[src/rtl/panel_pkg.sv]
// Shared definitions for the panel key/counter/display path: debouncer FSM
// encoding and default timing for a 50 MHz board clock.
package panel_pkg;

    localparam int unsigned KD_DEBOUNCE_CYCLES = 50000;     // 1 ms
    localparam int unsigned KD_REPEAT_DELAY    = 25000000;  // 500 ms
    localparam int unsigned KD_REPEAT_PERIOD   = 5000000;   // 100 ms

    typedef enum logic [2:0] {
        KD_IDLE     = 3'd0,
        KD_DB_PRESS = 3'd1,
        KD_HELD     = 3'd2,
        KD_REPEAT   = 3'd3,
        KD_DB_REL   = 3'd4
    } kd_state_t;

    function automatic int unsigned kd_max3(input int unsigned a,
                                            input int unsigned b,
                                            input int unsigned c);
        int unsigned m;
        m = a;
        if (b > m) m = b;
        if (c > m) m = c;
        return m;
    endfunction

endpackage

[src/rtl/key_debounce_if.sv]
// Key pin and debounced event outputs of one panel push-button.
interface key_debounce_if;

    logic key_in;
    logic key_level;
    logic key_press;
    logic key_release;
    logic key_repeat;
    logic cnt_pulse;

    // Board/environment side: drives the raw pin, consumes the events.
    modport master (
        output key_in,
        input  key_level,
        input  key_press,
        input  key_release,
        input  key_repeat,
        input  cnt_pulse
    );

    // Debouncer side.
    modport slave (
        input  key_in,
        output key_level,
        output key_press,
        output key_release,
        output key_repeat,
        output cnt_pulse
    );

endinterface

[src/rtl/key_debounce_sync_2ff.sv]
// Two-flop synchroniser for asynchronous pins; reset value selects the
// idle level so a released key reads as released straight out of reset.
module sync_2ff #(
    parameter logic RESET_VAL = 1'b0
) (
    input  logic clk,
    input  logic res,
    input  logic i_d,
    output logic o_q
);

    logic r_meta;
    logic r_sync;

    // NOTE: non-blocking assignments make r_sync take the old r_meta, giving two real stages.
    always_ff @(posedge clk or negedge res) begin
        if (!res) begin
            r_meta <= RESET_VAL;
            r_sync <= RESET_VAL;
        end else begin
            r_meta <= i_d;
            r_sync <= r_meta;
        end
    end

    assign o_q = r_sync;

endmodule

[src/rtl/key_debounce.sv]
// Push-button conditioner: synchronise, debounce, and emit one-clock press,
// release and auto-repeat pulses, with cnt_pulse feeding the counter stage.
module key_debounce
    import panel_pkg::*;
#(
    parameter int unsigned DEBOUNCE_CYCLES = KD_DEBOUNCE_CYCLES,
    parameter int unsigned REPEAT_DELAY    = KD_REPEAT_DELAY,
    parameter int unsigned REPEAT_PERIOD   = KD_REPEAT_PERIOD,
    parameter bit          REPEAT_EN       = 1'b1,
    parameter bit          KEY_ACTIVE_LOW  = 1'b1
) (
    input  logic           clk,
    input  logic           res,
    key_debounce_if.slave  bus
);

    localparam int unsigned CNT_W =
        $clog2(kd_max3(DEBOUNCE_CYCLES, REPEAT_DELAY, REPEAT_PERIOD)) + 1;

    localparam logic [CNT_W-1:0] DB_LAST  = CNT_W'(DEBOUNCE_CYCLES - 1);
    localparam logic [CNT_W-1:0] RD_LAST  = CNT_W'(REPEAT_DELAY - 1);
    localparam logic [CNT_W-1:0] RP_LAST  = CNT_W'(REPEAT_PERIOD - 1);
    localparam logic [CNT_W-1:0] CNT_ONE  = CNT_W'(1);
    localparam logic             PIN_IDLE = KEY_ACTIVE_LOW;

    logic             w_key_sync;
    logic             w_k;

    kd_state_t        r_state;
    logic [CNT_W-1:0] r_cnt;
    logic             r_level;
    logic             r_press;
    logic             r_release;
    logic             r_repeat;
    logic             r_cnt_pulse;

    kd_state_t        w_state_nxt;
    logic [CNT_W-1:0] w_cnt_nxt;
    logic             w_level_nxt;
    logic             w_press_nxt;
    logic             w_release_nxt;
    logic             w_repeat_nxt;

    sync_2ff #(
        .RESET_VAL (PIN_IDLE)
    ) u_sync (
        .clk (clk),
        .res (res),
        .i_d (bus.key_in),
        .o_q (w_key_sync)
    );

    assign w_k = KEY_ACTIVE_LOW ? ~w_key_sync : w_key_sync;

    // NOTE: every variable gets a default before the case so no path can infer a latch.
    always_comb begin
        w_state_nxt   = r_state;
        w_cnt_nxt     = r_cnt;
        w_press_nxt   = 1'b0;
        w_release_nxt = 1'b0;
        w_repeat_nxt  = 1'b0;

        case (r_state)
            KD_IDLE: begin
                if (w_k) begin
                    w_state_nxt = KD_DB_PRESS;
                    w_cnt_nxt   = CNT_ONE;
                end
            end
            KD_DB_PRESS: begin
                if (!w_k) begin
                    w_state_nxt = KD_IDLE;
                    w_cnt_nxt   = '0;
                end else if (r_cnt == DB_LAST) begin
                    w_state_nxt = KD_HELD;
                    w_cnt_nxt   = '0;
                    w_press_nxt = 1'b1;
                end else begin
                    w_cnt_nxt = r_cnt + CNT_ONE;
                end
            end
            KD_HELD: begin
                // With repeat disabled the count parks at the delay limit instead of wrapping.
                if (!w_k) begin
                    w_state_nxt = KD_DB_REL;
                    w_cnt_nxt   = CNT_ONE;
                end else if (REPEAT_EN && (r_cnt == RD_LAST)) begin
                    w_state_nxt  = KD_REPEAT;
                    w_cnt_nxt    = '0;
                    w_repeat_nxt = 1'b1;
                end else if (r_cnt != RD_LAST) begin
                    w_cnt_nxt = r_cnt + CNT_ONE;
                end
            end
            KD_REPEAT: begin
                if (!w_k) begin
                    w_state_nxt = KD_DB_REL;
                    w_cnt_nxt   = CNT_ONE;
                end else if (r_cnt == RP_LAST) begin
                    w_cnt_nxt    = '0;
                    w_repeat_nxt = 1'b1;
                end else begin
                    w_cnt_nxt = r_cnt + CNT_ONE;
                end
            end
            KD_DB_REL: begin
                // A re-press here returns to HELD and restarts the repeat delay silently.
                if (w_k) begin
                    w_state_nxt = KD_HELD;
                    w_cnt_nxt   = '0;
                end else if (r_cnt == DB_LAST) begin
                    w_state_nxt   = KD_IDLE;
                    w_cnt_nxt     = '0;
                    w_release_nxt = 1'b1;
                end else begin
                    w_cnt_nxt = r_cnt + CNT_ONE;
                end
            end
            default: begin
                w_state_nxt = KD_IDLE;
                w_cnt_nxt   = '0;
            end
        endcase

        w_level_nxt = (w_state_nxt == KD_HELD)   ||
                      (w_state_nxt == KD_REPEAT) ||
                      (w_state_nxt == KD_DB_REL);
    end

    always_ff @(posedge clk or negedge res) begin
        if (!res) begin
            r_state     <= KD_IDLE;
            r_cnt       <= '0;
            r_level     <= 1'b0;
            r_press     <= 1'b0;
            r_release   <= 1'b0;
            r_repeat    <= 1'b0;
            r_cnt_pulse <= 1'b0;
        end else begin
            r_state     <= w_state_nxt;
            r_cnt       <= w_cnt_nxt;
            r_level     <= w_level_nxt;
            r_press     <= w_press_nxt;
            r_release   <= w_release_nxt;
            r_repeat    <= w_repeat_nxt;
            r_cnt_pulse <= w_press_nxt | w_repeat_nxt;
        end
    end

    assign bus.key_level   = r_level;
    assign bus.key_press   = r_press;
    assign bus.key_release = r_release;
    assign bus.key_repeat  = r_repeat;
    assign bus.cnt_pulse   = r_cnt_pulse;

endmodule

[src/flat_wrapper.sv]
// flat-port wrapper written by rule: the top's interface ports become plain ports
module key_debounce_flat import panel_pkg::*;
#(
    parameter int unsigned DEBOUNCE_CYCLES = KD_DEBOUNCE_CYCLES,
    parameter int unsigned REPEAT_DELAY    = KD_REPEAT_DELAY,
    parameter int unsigned REPEAT_PERIOD   = KD_REPEAT_PERIOD,
    parameter bit          REPEAT_EN       = 1'b1,
    parameter bit          KEY_ACTIVE_LOW  = 1'b1
)
  (clk, res, bus_key_in, bus_key_level, bus_key_press, bus_key_release, bus_key_repeat, bus_cnt_pulse);
  key_debounce_if bus_i ();
  input  logic clk;
  input  logic res;
  input wire logic [$bits(bus_i.key_in)-1:0] bus_key_in;
  output wire logic [$bits(bus_i.key_level)-1:0] bus_key_level;
  output wire logic [$bits(bus_i.key_press)-1:0] bus_key_press;
  output wire logic [$bits(bus_i.key_release)-1:0] bus_key_release;
  output wire logic [$bits(bus_i.key_repeat)-1:0] bus_key_repeat;
  output wire logic [$bits(bus_i.cnt_pulse)-1:0] bus_cnt_pulse;
  assign bus_i.key_in = bus_key_in;
  assign bus_key_level = bus_i.key_level;
  assign bus_key_press = bus_i.key_press;
  assign bus_key_release = bus_i.key_release;
  assign bus_key_repeat = bus_i.key_repeat;
  assign bus_cnt_pulse = bus_i.cnt_pulse;
  key_debounce #(.DEBOUNCE_CYCLES(DEBOUNCE_CYCLES), .REPEAT_DELAY(REPEAT_DELAY), .REPEAT_PERIOD(REPEAT_PERIOD), .REPEAT_EN(REPEAT_EN), .KEY_ACTIVE_LOW(KEY_ACTIVE_LOW)) u_core (.clk(clk), .res(res), .bus(bus_i));
endmodule
[config.mk]
export PLATFORM = sky130hd
export DESIGN_NAME = key_debounce_flat
export DESIGN_NICKNAME = d
export VERILOG_FILES = /design/src/rtl/panel_pkg.sv /design/src/rtl/key_debounce_if.sv /design/src/rtl/key_debounce_sync_2ff.sv /design/src/rtl/key_debounce.sv /design/src/flat_wrapper.sv
export SDC_FILE = /design/constraint.sdc
export NUM_CORES = 1
export LEC_CHECK = 0
export ABC_AREA = 1
export CORE_MARGIN = 1
export CORE_UTILIZATION = 56
export CTS_CLUSTER_DIAMETER = 80
export CTS_CLUSTER_SIZE = 30
export DETAILED_ROUTE_END_ITERATION = 8
export MAX_ROUTING_LAYER = met4
export PLACE_DENSITY = 0.83
export SYNTH_ARGS = -nofsm -noshare
export SYNTH_HDL_FRONTEND = slang
export SYNTH_SLANG_ARGS = --single-unit
export TNS_END_PERCENT = 30
[constraint.sdc]
create_clock -name clk -period 1.7 [get_ports clk]
set_input_delay 0.51 -clock clk [delete_from_list [all_inputs] [get_ports clk]]
set_output_delay 0.51 -clock clk [all_outputs]
set_load 0.05 [all_outputs]
---- Word-level counts from Yosys, hierarchy flattened ----
Cells that the tools add are included.
storage, ports and cells
  output and inout bits ................... 5
  bits of input ports ..................... 3
  bits in registers ....................... 36
cells by class
  bitwise gates (word level) .............. 1
  eq/ne operators ......................... 13
  add/subtract/negate cells ............... 1
  multiplexer cells ....................... 29
  reductions and logical operators ........ 4
operators with widths
  cell                                             count
  two-way mux 26 bit                               9
  case mux 26 bit (5 select lines)                 1
  adder 26 x 1 -> 26 bit, second input constant    1
  == test 26 x 16 -> 1 bit, second input constant  1
  == test 26 x 23 -> 1 bit, second input constant  1
  == test 26 x 25 -> 1 bit, second input constant  1
  != test 26 x 25 -> 1 bit, second input constant  1
  two-way mux 3 bit                                8
  case mux 3 bit (5 select lines)                  1
  == test 3 x 2 -> 1 bit, second input constant    4
  two-way mux 1 bit                                9
  == test 3 bit, second input constant             2
  != test 4 x 2 -> 1 bit, second input constant    1
  == test 3 x 1 -> 1 bit, second input constant    1
  zero test 3 bit                                  1
  logical OR 1 bit                                 2
  != test 2 bit, second input constant             1
  case mux 1 bit (2 select lines)                  1
  AND reduction 2 bit                              1
  OR 1 bit                                         1

---- Logic depth before layout (Yosys ltp) ----
  word-level depth ........................ 7
  depth in mapped cells ................... 13
  depth with buffers taken out ............ 12

---- By module ----
A second synthesis with hierarchy kept.
unflattened totals
  cells, all modules ...................... 391
  area total of the unflattened synthesis .. 2612.5 um2
by module, submodules not included
  module        instances  cells an instance  seq. area each (um2)  area each (um2)
  key_debounce  1          389                850.8                 2560.0
  sync_2ff      1          2                  52.6                  52.6

---- Worst setup path after synthesis ----
Ideal clock, no wire load.
  path kind ............................... register to register
  from .................................... reg u_core.r_cnt[0]
  to ...................................... reg u_core.r_cnt[21]
  arrival time ............................ 1.513 ns
  stages on the path, launching flop included .. 12
  slack ................................... 0.073 ns
  data required time ...................... 1.586 ns
  buffers on the path ..................... 1
  cells stage by stage .................... dfrtp_1 > ha_1 > inv_1 > nor2_4 > nand3_2 > nor2_1 > nand2_1 > nand2_1 > nand4_2 > buf_6 > nand3b_1 > inv_1
on the way
  cells in the longest elaborated chain, start to end .. 5
  elaborated cells on any way between the ends .. 16
ends and longest elaborated chain
  element                           RTL line             source
  start: declaration                key_debounce.sv:30   logic [CNT_W-1:0] r_cnt;
  start signal: assignment          key_debounce.sv:141  r_cnt <= w_cnt_nxt;
  adder 26 x 1 -> 26 bit            n/a
  two-way mux 26 bit                key_debounce.sv:91   end else if (r_cnt != RD_LAST) begin
  two-way mux 26 bit                key_debounce.sv:87   end else if (REPEAT_EN && (r_cnt == RD_LAST)) begin
  two-way mux 26 bit                key_debounce.sv:84   if (!w_k) begin
  case mux 26 bit (5 select lines)  key_debounce.sv:63   case (r_state)
Several ways; a longest one is shown, not always the timed one. The select of a mux whose other input is x is not followed.
A chain may end at the register's enable or synchronous reset.

---- Final worst setup path ----
  from .................................... reg u_core.r_cnt[0]
  to ...................................... reg u_core.r_cnt[20]
Same word-level chain as after synthesis.

==> impl_summary.log <==
INFO  metric slowest_stage = sky130_fd_sc_hd__dfrtp_1
INFO  metric multi_input_gate_area = 0.00170 sq mm
INFO  metric floorplan.die.height = ~72 um
INFO  metric synth_warnings = 0
INFO  metric antenna_found_initial = 0
INFO  metric timing.critical_path.from_type = flip-flop
INFO  metric netlist_area = 0.00278 sq mm
INFO  metric required_time_of_the_worst_setup_path = 1900 ps
INFO  metric grt_util_all_layers = 39.2%
INFO  metric buf_inv_on_cp = 2
INFO  metric timing.critical_path.cells = ha_2 -> inv_2 -> nor2_4 -> nand3_4 -> nor2_4 -> nand2_2 -> nand2_4 -> nand4_4 -> clkbuf_16 -> nand2_1 -> nor2_1
INFO  metric timing.critical_path.slowest_cell_delay = about 370 ps
INFO  metric gpl_congestion = 1.05
INFO  metric reg2reg_slack = -50 ps
INFO  metric die-area = approximately 0.0052 sq mm
INFO  metric vias = 3,468
INFO  metric most_frequent_standard_cell_in_the_layout_excluding_fill_and_tap_cells = sky130_fd_sc_hd__nand2_1
INFO  metric final_antenna_net_count = 0
INFO  metric hold_violations = 0
INFO  metric cts_num_sinks = 36
INFO  metric pre_cts_slack = -220 ps
INFO  metric worst_setup_hold_path_clk_slew = 80 ps
INFO  metric final_critical_path_setup_slack = -54.1 ps
INFO  metric final.period_utilization = 103%
INFO  metric fmax = 570 MHz
INFO  metric slew_viol_final = 0
INFO  metric area.sequential = 905 sq um
INFO  metric syn_avg_cell_area = 6.13 sq um
INFO  metric tritoncts = done
INFO  metric drt-vias-per-instance = 5.65
INFO  metric max_cap_viol_count = 0
INFO  metric critical_path.most_common_cell = sky130_fd_sc_hd__nor2_4
INFO  metric numCtsBuffers = 5
INFO  metric most-common-layout-cells = 118 x sky130_fd_sc_hd__nand2_1, 81 x sky130_fd_sc_hd__buf_4, 68 x sky130_fd_sc_hd__inv_1
INFO  metric nets_finish = 550
INFO  metric worst_ep_arrival_time = 1950 ps
INFO  metric synth_seq_area_share = 32.5%
INFO  metric initial_core_util = 58.4%
INFO  metric max_slew.worst_pin.slew = around 480 ps
INFO  metric iteration_0_drc_count_of_the_detailed_router = 399
INFO  metric grt_setup_unrepaired = yes
INFO  metric grt_first_pass_wirelength = 15,000 um
INFO  metric insertedDiodeCount = 0
INFO  metric route.layer.met1.wl = 3850 um
INFO  metric cts-root-buf = sky130_fd_sc_hd__clkbuf_8
INFO  metric drc_errors = 0
INFO  metric power_per_cell_area = 483 mW/mm^2
INFO  metric grt_start_max_net_pins = 24
INFO  metric dr.max_layer_used = met4
INFO  metric firstDrtPassIters = 5
INFO  metric post-route-min-period = 1750 ps
INFO  metric cts_buffer_depth = 2
INFO  metric vdd_ir_drop_max = 0.592 mV
INFO  metric worst_skew_pair.late_latency = about 300 ps
INFO  metric average_detailed_routed_wire_length_per_instance = 15.5 um
INFO  metric nFillCells = 324
INFO  metric end_kind = flip-flop
INFO  metric chipWidth = 72.4 um
INFO  metric ctsHtreeMaxLevel = 2
INFO  metric final_core_utilization = between 80% and 90%
INFO  metric synth.lib_cells_used.distinct = 31
INFO  metric timing.slew.headroom = approximately two thirds
INFO  metric wl_final = between 9000 and 10,000 um
INFO  metric status = complete, but fails checks
INFO  metric syn-instance-count = 453
INFO  metric finClkSkew = approximately 15 ps
INFO  metric gr-total-overflow = 0
INFO  metric met3RoutedLength = 822 um
INFO  metric ys_seq_elements = 36
INFO  metric detailed_place_hpwl = 7160 um
INFO  metric worst_min_delay_path_category = in2async
INFO  metric vias_in_the_first_global_route = 3,177
INFO  metric post_route_cells_drive_above_1_share = 30.5%
INFO  metric total_leakage_power = 1.96 nW
INFO  metric hold_buffers = 0
INFO  metric report.final.setup_viol = 22
INFO  metric failed_checks = negative setup slack
INFO  metric core = 0.00475 sq mm
INFO  metric critPathMaxFanout = 6
INFO  metric synthToLayoutAreaGrowth = 39.8%
INFO  metric count_of_input_and_output_buffers = 7
INFO  metric rows = 25
INFO  metric met2WireLength = 4370 um
INFO  metric setup.worst_path.class = reg2reg
INFO  metric number_of_primary_i_o_pins = 8
INFO  metric cp_top_family = simple AND/OR/NAND/NOR gates
INFO  metric synthesis.nets = 457
## layer usage
layer / GRT usage [%] / up-vias
met5: - / -
met4: 17.6 / 0
met3: 4.86 / 52
met2: 62.4 / 208
met1: 50.1 / 1589
li1: - / 1619
## stage by stage
stage	setup TNS (ps)	area [sq um]	hold WS, ps	power [mW]	instances
3_3_place_gp	-705	3540	350	1.13	601
4_1_cts	-32.1	3710	128	1.81	610
2_1_floorplan	0	2780	214	1.03	453
6_report	-726	3880	123	1.88	614
3_5_place_dp	-1460	3540	348	1.13	601
5_1_grt	-2940	3880	143	1.93	614
## flip-flops by register name, summed over array words and instances, names as in the netlist
signal                  count
u_core.r_state              3
u_core.bus.cnt_pulse        1
u_core.bus.key_repeat       1
u_core.bus.key_level        1
u_core.bus.key_press        1
u_core.bus.key_release      1
u_core.u_sync.o_q           1
u_core.r_cnt               26
u_core.u_sync.r_meta        1
## path summary, 6_finish.rpt
path | start | end | cells after the start
max in group asynchronous | res | u_core.u_sync.r_meta | 2
worst min-delay path | res | u_core.r_cnt[22] | 1
worst min register to register | u_core.u_sync.r_meta | u_core.u_sync.o_q | 0
worst max-delay path | u_core.r_cnt[0] | u_core.r_cnt[20] | 11
min in group clk | u_core.u_sync.r_meta | u_core.u_sync.o_q | 0
worst max register to register | u_core.r_cnt[0] | u_core.r_cnt[20] | 11
## kinds of logic (layout without fill, tap and decap cells)
logic type | count (synthesis) | after routing | share of synthesized area [%]
compound gates | 16 | 16 | 3.43
flops | 36 | 36 | 32.5
simple gates | 317 | 317 | 51.3
fa+ha+maj | 1 | 1 | 0.451
buf+inv | 83 | 177 | 12.3
## repair_timing
action | in CTS | in global routing
setup endpoints to repair | 25 | 29
pin swaps | 5 | 13
gates resized for setup | 16 | 42
buffers inserted | 1 | 3
gates cloned | 0 | 1
## Yosys cell counts (all sizes together)
cell	count	area share (%)
nor3b	1	0.27
o21ai	8	1.6
a31oi	2	0.45
nor4	6	1.4
nand3	46	8.5
nor3	16	2.9
inv	76	10
nor2	90	14
o22ai	1	0.23
ha	1	0.45
or2	3	0.68
dfstp	2	1.9
dfrtp	34	31
o21bai	1	0.27
o211ai	1	0.27
a22oi	1	0.27
a21oi	2	0.36
buf	6	1.8
nand4	22	5.2
nand3b	2	0.54
nand2	131	18
clkbuf	1	0.14
## worst reg2reg max path: stages, from the launching register on
cell	delay [ps]
sky130_fd_sc_hd__dfrtp_1	370
sky130_fd_sc_hd__ha_2	220
sky130_fd_sc_hd__inv_2	60
sky130_fd_sc_hd__nor2_4	160
sky130_fd_sc_hd__nand3_4	120
sky130_fd_sc_hd__nor2_4	130
sky130_fd_sc_hd__nand2_2	80
sky130_fd_sc_hd__nand2_4	80
sky130_fd_sc_hd__nand4_4	130
sky130_fd_sc_hd__clkbuf_16	210
sky130_fd_sc_hd__nand2_1	60
sky130_fd_sc_hd__nor2_1	50
## power breakdown
| part | internal, mW | switching [mW] |
|---|---|---|
| clock network | 0.371 | 0.327 |
| logic | 0.114 | 0.173 |
| registers | 0.875 | 0.0165 |
## final cells by class
| class | instances | share of cell area [%] |
|---|---|---|
| Multi-Input combinational cell | 334 | 43.8 |
| Sequential cell | 36 | 23.3 |
| Timing Repair Buffer | 93 | 20.8 |
| Inverter | 76 | 7.41 |
| Clock buffer | 8 | 2.58 |
| Tap cell | 67 | 2.16 |
Note: power is estimated with default switching activity, not from simulation.
